## src/rtl/palette_dp.sv

```systemverilog
// Dual-port PPU palette memory: registered CPU read/write port plus a two-stage render lookup.
// Contents are cleared by an init sequencer after every reset.
module palette_dp #(
    parameter int unsigned DATA_W    = 6,
    parameter int unsigned ENTRIES   = 32,
    parameter bit          MIRROR_BG = 1'b1,
    parameter logic [7:0]  INIT_VAL  = 8'h0F,
    localparam int unsigned AW       = $clog2(ENTRIES)
) (
    input  logic              clk,
    input  logic              rst,
    input  logic [AW-1:0]     cpu_addr,
    input  logic              cpu_wr,
    input  logic              cpu_rd,
    input  logic [7:0]        cpu_data_i,
    output logic [7:0]        cpu_data_o,
    output logic              cpu_rvalid,
    input  logic              pix_valid,
    input  logic [AW-1:0]     pix_idx,
    input  logic              greyscale,
    input  logic [2:0]        emph,
    output logic              pix_valid_o,
    output logic [DATA_W-1:0] pix_color,
    output logic [2:0]        pix_emph,
    output logic              busy
);

    typedef enum logic [0:0] {StInit, StRun} state_e;

    state_e          state_q, state_d;
    logic [AW-1:0]   cnt_q, cnt_d;
    logic [DATA_W-1:0] mem [ENTRIES];

    logic [AW-1:0]     cpu_eff, pix_eff;
    logic [7:0]        cpu_rd_ext;
    logic [7:0]        cpu_data_q;
    logic              cpu_rvalid_q;

    logic              s1_valid_q, s1_grey_q;
    logic [2:0]        s1_emph_q;
    logic [DATA_W-1:0] s1_data_q;
    logic              pix_valid_q;
    logic [DATA_W-1:0] pix_color_q;
    logic [2:0]        pix_emph_q;

    logic              unused_data;

    // Backdrop entries (addr[1:0]==0) of the upper half alias onto the lower half.
    function automatic logic [AW-1:0] eff_addr(input logic [AW-1:0] a);
        logic [AW-1:0] r;
        r = a;
        if (MIRROR_BG && a[1:0] == 2'b00) begin
            r[AW-1] = 1'b0;
        end
        return r;
    endfunction

    function automatic logic [DATA_W-1:0] grey_mask(input logic [DATA_W-1:0] d, input logic g);
        logic [DATA_W-1:0] r;
        r = d;
        if (g) begin
            r[3:0] = 4'h0;
        end
        return r;
    endfunction

    assign cpu_eff     = eff_addr(cpu_addr);
    assign pix_eff     = eff_addr(pix_idx);
    assign unused_data = ^cpu_data_i;

    always_comb begin
        cpu_rd_ext = '0;
        cpu_rd_ext[DATA_W-1:0] = grey_mask(mem[cpu_eff], greyscale);
    end

    always_comb begin
        state_d = state_q;
        cnt_d   = cnt_q;
        unique case (state_q)
            StInit: begin
                cnt_d = cnt_q + AW'(1);
                if (cnt_q == AW'(ENTRIES - 1)) begin
                    state_d = StRun;
                end
            end
            StRun: state_d = StRun;
            default: state_d = StInit;
        endcase
    end

    always_ff @(posedge clk) begin
        if (rst) begin
            state_q <= StInit;
            cnt_q   <= '0;
        end else begin
            state_q <= state_d;
            cnt_q   <= cnt_d;
        end
    end

    // No reset on the array: the sequencer owns initialisation.
    always_ff @(posedge clk) begin
        if (!rst) begin
            if (state_q == StInit) begin
                mem[cnt_q] <= INIT_VAL[DATA_W-1:0];
            end else if (cpu_wr) begin
                mem[cpu_eff] <= cpu_data_i[DATA_W-1:0];
            end
        end
    end

    always_ff @(posedge clk) begin
        if (rst) begin
            cpu_rvalid_q <= 1'b0;
            cpu_data_q   <= '0;
        end else begin
            cpu_rvalid_q <= cpu_rd;
            if (cpu_rd) begin
                cpu_data_q <= (state_q == StInit) ? 8'h00 : cpu_rd_ext;
            end
        end
    end

    always_ff @(posedge clk) begin
        if (rst) begin
            s1_valid_q  <= 1'b0;
            s1_grey_q   <= 1'b0;
            s1_emph_q   <= '0;
            s1_data_q   <= '0;
            pix_valid_q <= 1'b0;
            pix_color_q <= '0;
            pix_emph_q  <= '0;
        end else begin
            s1_valid_q  <= pix_valid && (state_q == StRun);
            s1_grey_q   <= greyscale;
            s1_emph_q   <= emph;
            s1_data_q   <= mem[pix_eff];
            pix_valid_q <= s1_valid_q;
            if (s1_valid_q) begin
                pix_color_q <= grey_mask(s1_data_q, s1_grey_q);
                pix_emph_q  <= s1_emph_q;
            end
        end
    end

    assign cpu_data_o  = cpu_data_q;
    assign cpu_rvalid  = cpu_rvalid_q;
    assign pix_valid_o = pix_valid_q;
    assign pix_color   = pix_color_q;
    assign pix_emph    = pix_emph_q;
    assign busy        = (state_q == StInit);

endmodule

```

## config.mk

```make
export PLATFORM = sky130hd
export DESIGN_NAME = palette_dp
export DESIGN_NICKNAME = d
export VERILOG_FILES = /design/src/rtl/palette_dp.sv
export SDC_FILE = /design/constraint.sdc
export NUM_CORES = 1
export LEC_CHECK = 0
export CAP_MARGIN = 5
export CORE_UTILIZATION = 40
export DETAILED_ROUTE_END_ITERATION = 12
export GPL_TIMING_DRIVEN = 0
export HOLD_SLACK_MARGIN = 0.12
export SLEW_MARGIN = 20
export SYNTH_ARGS = -nofsm -noshare
export SYNTH_HDL_FRONTEND = slang
export SYNTH_SLANG_ARGS = --single-unit
```

## constraint.sdc

```tcl
create_clock -name clk -period 3.1 [get_ports clk]
set_input_delay 0.465 -clock clk [delete_from_list [all_inputs] [get_ports clk]]
set_output_delay 0.465 -clock clk [all_outputs]
set_load 0.05 [all_outputs]
```

==> flow_summary.yaml <==
detailed_routing:
  dr.first_iter.drc_count: 778
  via_count: 6860
  ant_nets: 0
  drc: 0
  wl_um: 31300
  first_pass_iters: 5
  wl_per_cell_um: 27.8
  detail_route.vias_per_cell: 6.09
setup_path:
  cp_num_buf_inv: 3
  critPathMaxStageDelay_ns: 0.64
  cp-start-kind: "input pin"
  critical_path.slowest_cell: "clkbuf_1"
  crit_family: "buffers and inverters"
  crit_chain: "clkdlybuf4s50_1 > inv_1 > clkbuf_1 > a31oi_1 > nor2_1 > nand2_1 > nor2_1"
  endpoint_kind: "register"
  critPathRequiredTime_ns: 3.26
  crit_path_max_fanout: 10
  critPathKind: "in2reg"
  cp_common_cell: "nor2_1"
  cp.arrival_ns: 3.32
sta:
  post-route-min-period_ns: 3.16
  relSlewSlack: 0.391
  worst_slew_pin_slew_ns: 0.913
  hold_violations: 0
  fmax_mhz: 316
  fin_crit_sh: 1.02
  setup_viol: 24
  clock_skew_ns: 0.0160
  rsz0062_at_grt: "true"
  maxSlewViolCount: 0
  hold_slack_ns: 0.473
  fin_ws_ns: -0.0649
final_layout:
  mostFrequentLayoutCell: "edfxtp_1"
  area_growth_pct: 17.2
  drive_above_1_share: 0.192
  fillCellCount: 2184
  fin_util: 0.478
  final_net_count: 805
  regArea_sq_um: 6300
  multi_input_area_sq_um: 3830
  fin_area_sq_um: 12000
  layout_common_cells: "edfxtp_1 (187), nor2_1 (51), mux4_2 (51)"
flow_run:
  cap_viol_max_count: 0
cts:
  post_cts_resized: 18
  htree_levels: 1
  cts.sinks: 221
  numCtsBuffers: 25
  cts_tree: "done"
  hold_buffers: 0
  insertion_delay_ns: 0.53
  path_clk_slew_ns: 0.06
  clk_path_buf_depth: 3
  post_cts_buffers: 0
  root_buffer: "clkbuf_16"
placed_design:
  dpl_cell_area_sq_um: 11100
  gp_congestion: 0.936
  post-place-ws_ns: -0.791
  dp_hpwl_um: 22000
  port_buffers: 38
status:
  status: "finished with violations"
  violations: "setup timing"
yosys:
  postSynthAreaPerCell_sq_um: 14.5
  synth-seq-area-share: 0.613
  yosys_register_bits: 221
  synth_flop_cell: "edfxtp_1"
  synth_edf_count: 187
  async_flop_share: 0
  ys_types: 56
  syn-instance-count: 710
  yosys_warnings: 0
  netlist_area_sq_um: 10300
power:
  clockPowerShare: 0.442
  powerDensity_nw_per_um2: 552
  p_leak_nw: 3.99
  swShare: 0.230
  seq_power_share: 0.484
  pwr-share-comb: 0.075
  power_switching_mw: 1.53
  peakVddDrop_v: 0.000396
  intPower_mw: 5.12
floorplan:
  dieArea_sq_um: 26300
  start_util: 0.408
  die_w_um: 162
  coreArea_sq_um: 25200
  dieHeight_um: 162
  io_pins: 47
  fp-row-count: 58
global_route:
  grt_pass1_vias: 6891
  grt_pass1_wl_um: 46000
  antenna_found_initial: 2
  grt_max_degree: 33
  grt_usage: 0.245
  grt.overflow.total: 0
min_path:
  hold_class: "reg2reg"
-- worst reg2reg max path, cell delays in order (launching register included) --
cell      delay [ns]
dfxtp_1         0.32
nor2b_1         0.32
nand2_1         0.31
clkbuf_1        0.33
o31ai_1         0.37
nand2_1         0.24
nor2_1          0.54
-- worst paths after layout --
kind,startpoint,to,slack [ns],depth (start not counted)
worst max register to register,state_q$_SDFF_PP0_,mem[16][2]$_DFFE_PP_,0.31,6
worst min register to register,pix_color[2]$_SDFFE_PP0P_,pix_color[2]$_SDFFE_PP0P_,0.47,2
worst max-delay path,cpu_addr[1],mem[13][3]$_DFFE_PP_,-0.06,7
worst min-delay path,pix_color[2]$_SDFFE_PP0P_,pix_color[2]$_SDFFE_PP0P_,0.47,2
-- state kept, by name, indices dropped and copies added (netlist names) --
signal and cells:
pix_valid_o 1, mem 187, cnt_q 5, pix_emph 3, cpu_data_o 6, s1_grey_q 1
pix_color 6, s1_valid_q 1, s1_data_q 6, state_q 1, s1_emph_q 3, cpu_rvalid 1
-- synth_stat cells, drive strengths merged, types with 2 or more instances --
master,n,share of area
o21a,4,0.0029
nand3,5,0.0024
mux4,59,0.13
o21ai,22,0.011
nor2,72,0.026
nand4,6,0.0037
a22oi,6,0.0044
a221oi,6,0.0051
a31oi,5,0.0030
mux2i,50,0.049
a211oi,13,0.0095
ha,2,0.0024
buf,30,0.020
clkbuf,17,0.0062
a21o,2,0.0015
and2,3,0.0018
o32ai,2,0.0017
xor2,2,0.0017
or2,5,0.0030
o2111ai,2,0.0017
o221ai,7,0.0060
nand2,43,0.016
nand3b,3,0.0022
nor3b,2,0.0015
o211ai,2,0.0015
inv,9,0.0033
a22o,7,0.0060
and3,6,0.0037
edfxtp,187,0.55
dfxtp,34,0.066
mux2,3,0.0033
nor2b,28,0.017
o21bai,2,0.0015
a21oi,43,0.021
o31ai,3,0.0022
nand2b,6,0.0037
-- metal layers --
layer	track usage	wire, um	vias up
met3	0.0470	2520	75
met1	0.337	12900	3519
li1	-	-	2927
met5	0	0	-
met4	0.103	1390	0
met2	0.380	14500	339
-- per-stage QoR --
stage	instances	power, mW	TNS, ns
2_1_floorplan	711	3.56	0
3_3_place_gp	1079	3.75	-97.88
3_5_place_dp	1079	3.75	-109.71
4_1_cts	1125	6.67	-11.10
5_1_grt	1125	6.82	-1.04
6_report	1126	6.65	-1.03
-- cell families (layout without fill, tap and decap cells) --
kind of cell / Yosys count / in the layout / share of synthesized area
compound gates: 133 / 133 / 0.0845
xor+xnor: 3 / 3 / 0.00256
fa+ha+maj: 2 / 2 / 0.00244
buf+inv: 56 / 140 / 0.0298
flops: 221 / 221 / 0.613
mux: 112 / 112 / 0.184
other cells: 1 / 3 / 0.000365
simple gates: 182 / 182 / 0.0833
-- cell type report --
type,instances,share of cell area
diodes,1,0.000208
well taps,330,0.0343
inverters,9,0.00281
plain buffers,47,0.0227
multi-input cells,434,0.318
flip-flops and latches,221,0.523
clock inverters,12,0.0101
repair buffers,38,0.0316
clock buffers,34,0.0574
-- power groups by stage --
stage	Sequential (mW)	Clock (mW)	Combinational, mW
2_1_floorplan	3.28	0	0.288
3_3_place_gp	3.28	0	0.469
3_5_place_dp	3.28	0	0.472
4_1_cts	3.22	2.98	0.476
5_1_grt	3.22	3.08	0.516
6_report	3.22	2.94	0.496
(Power assumes the default switching activity.)
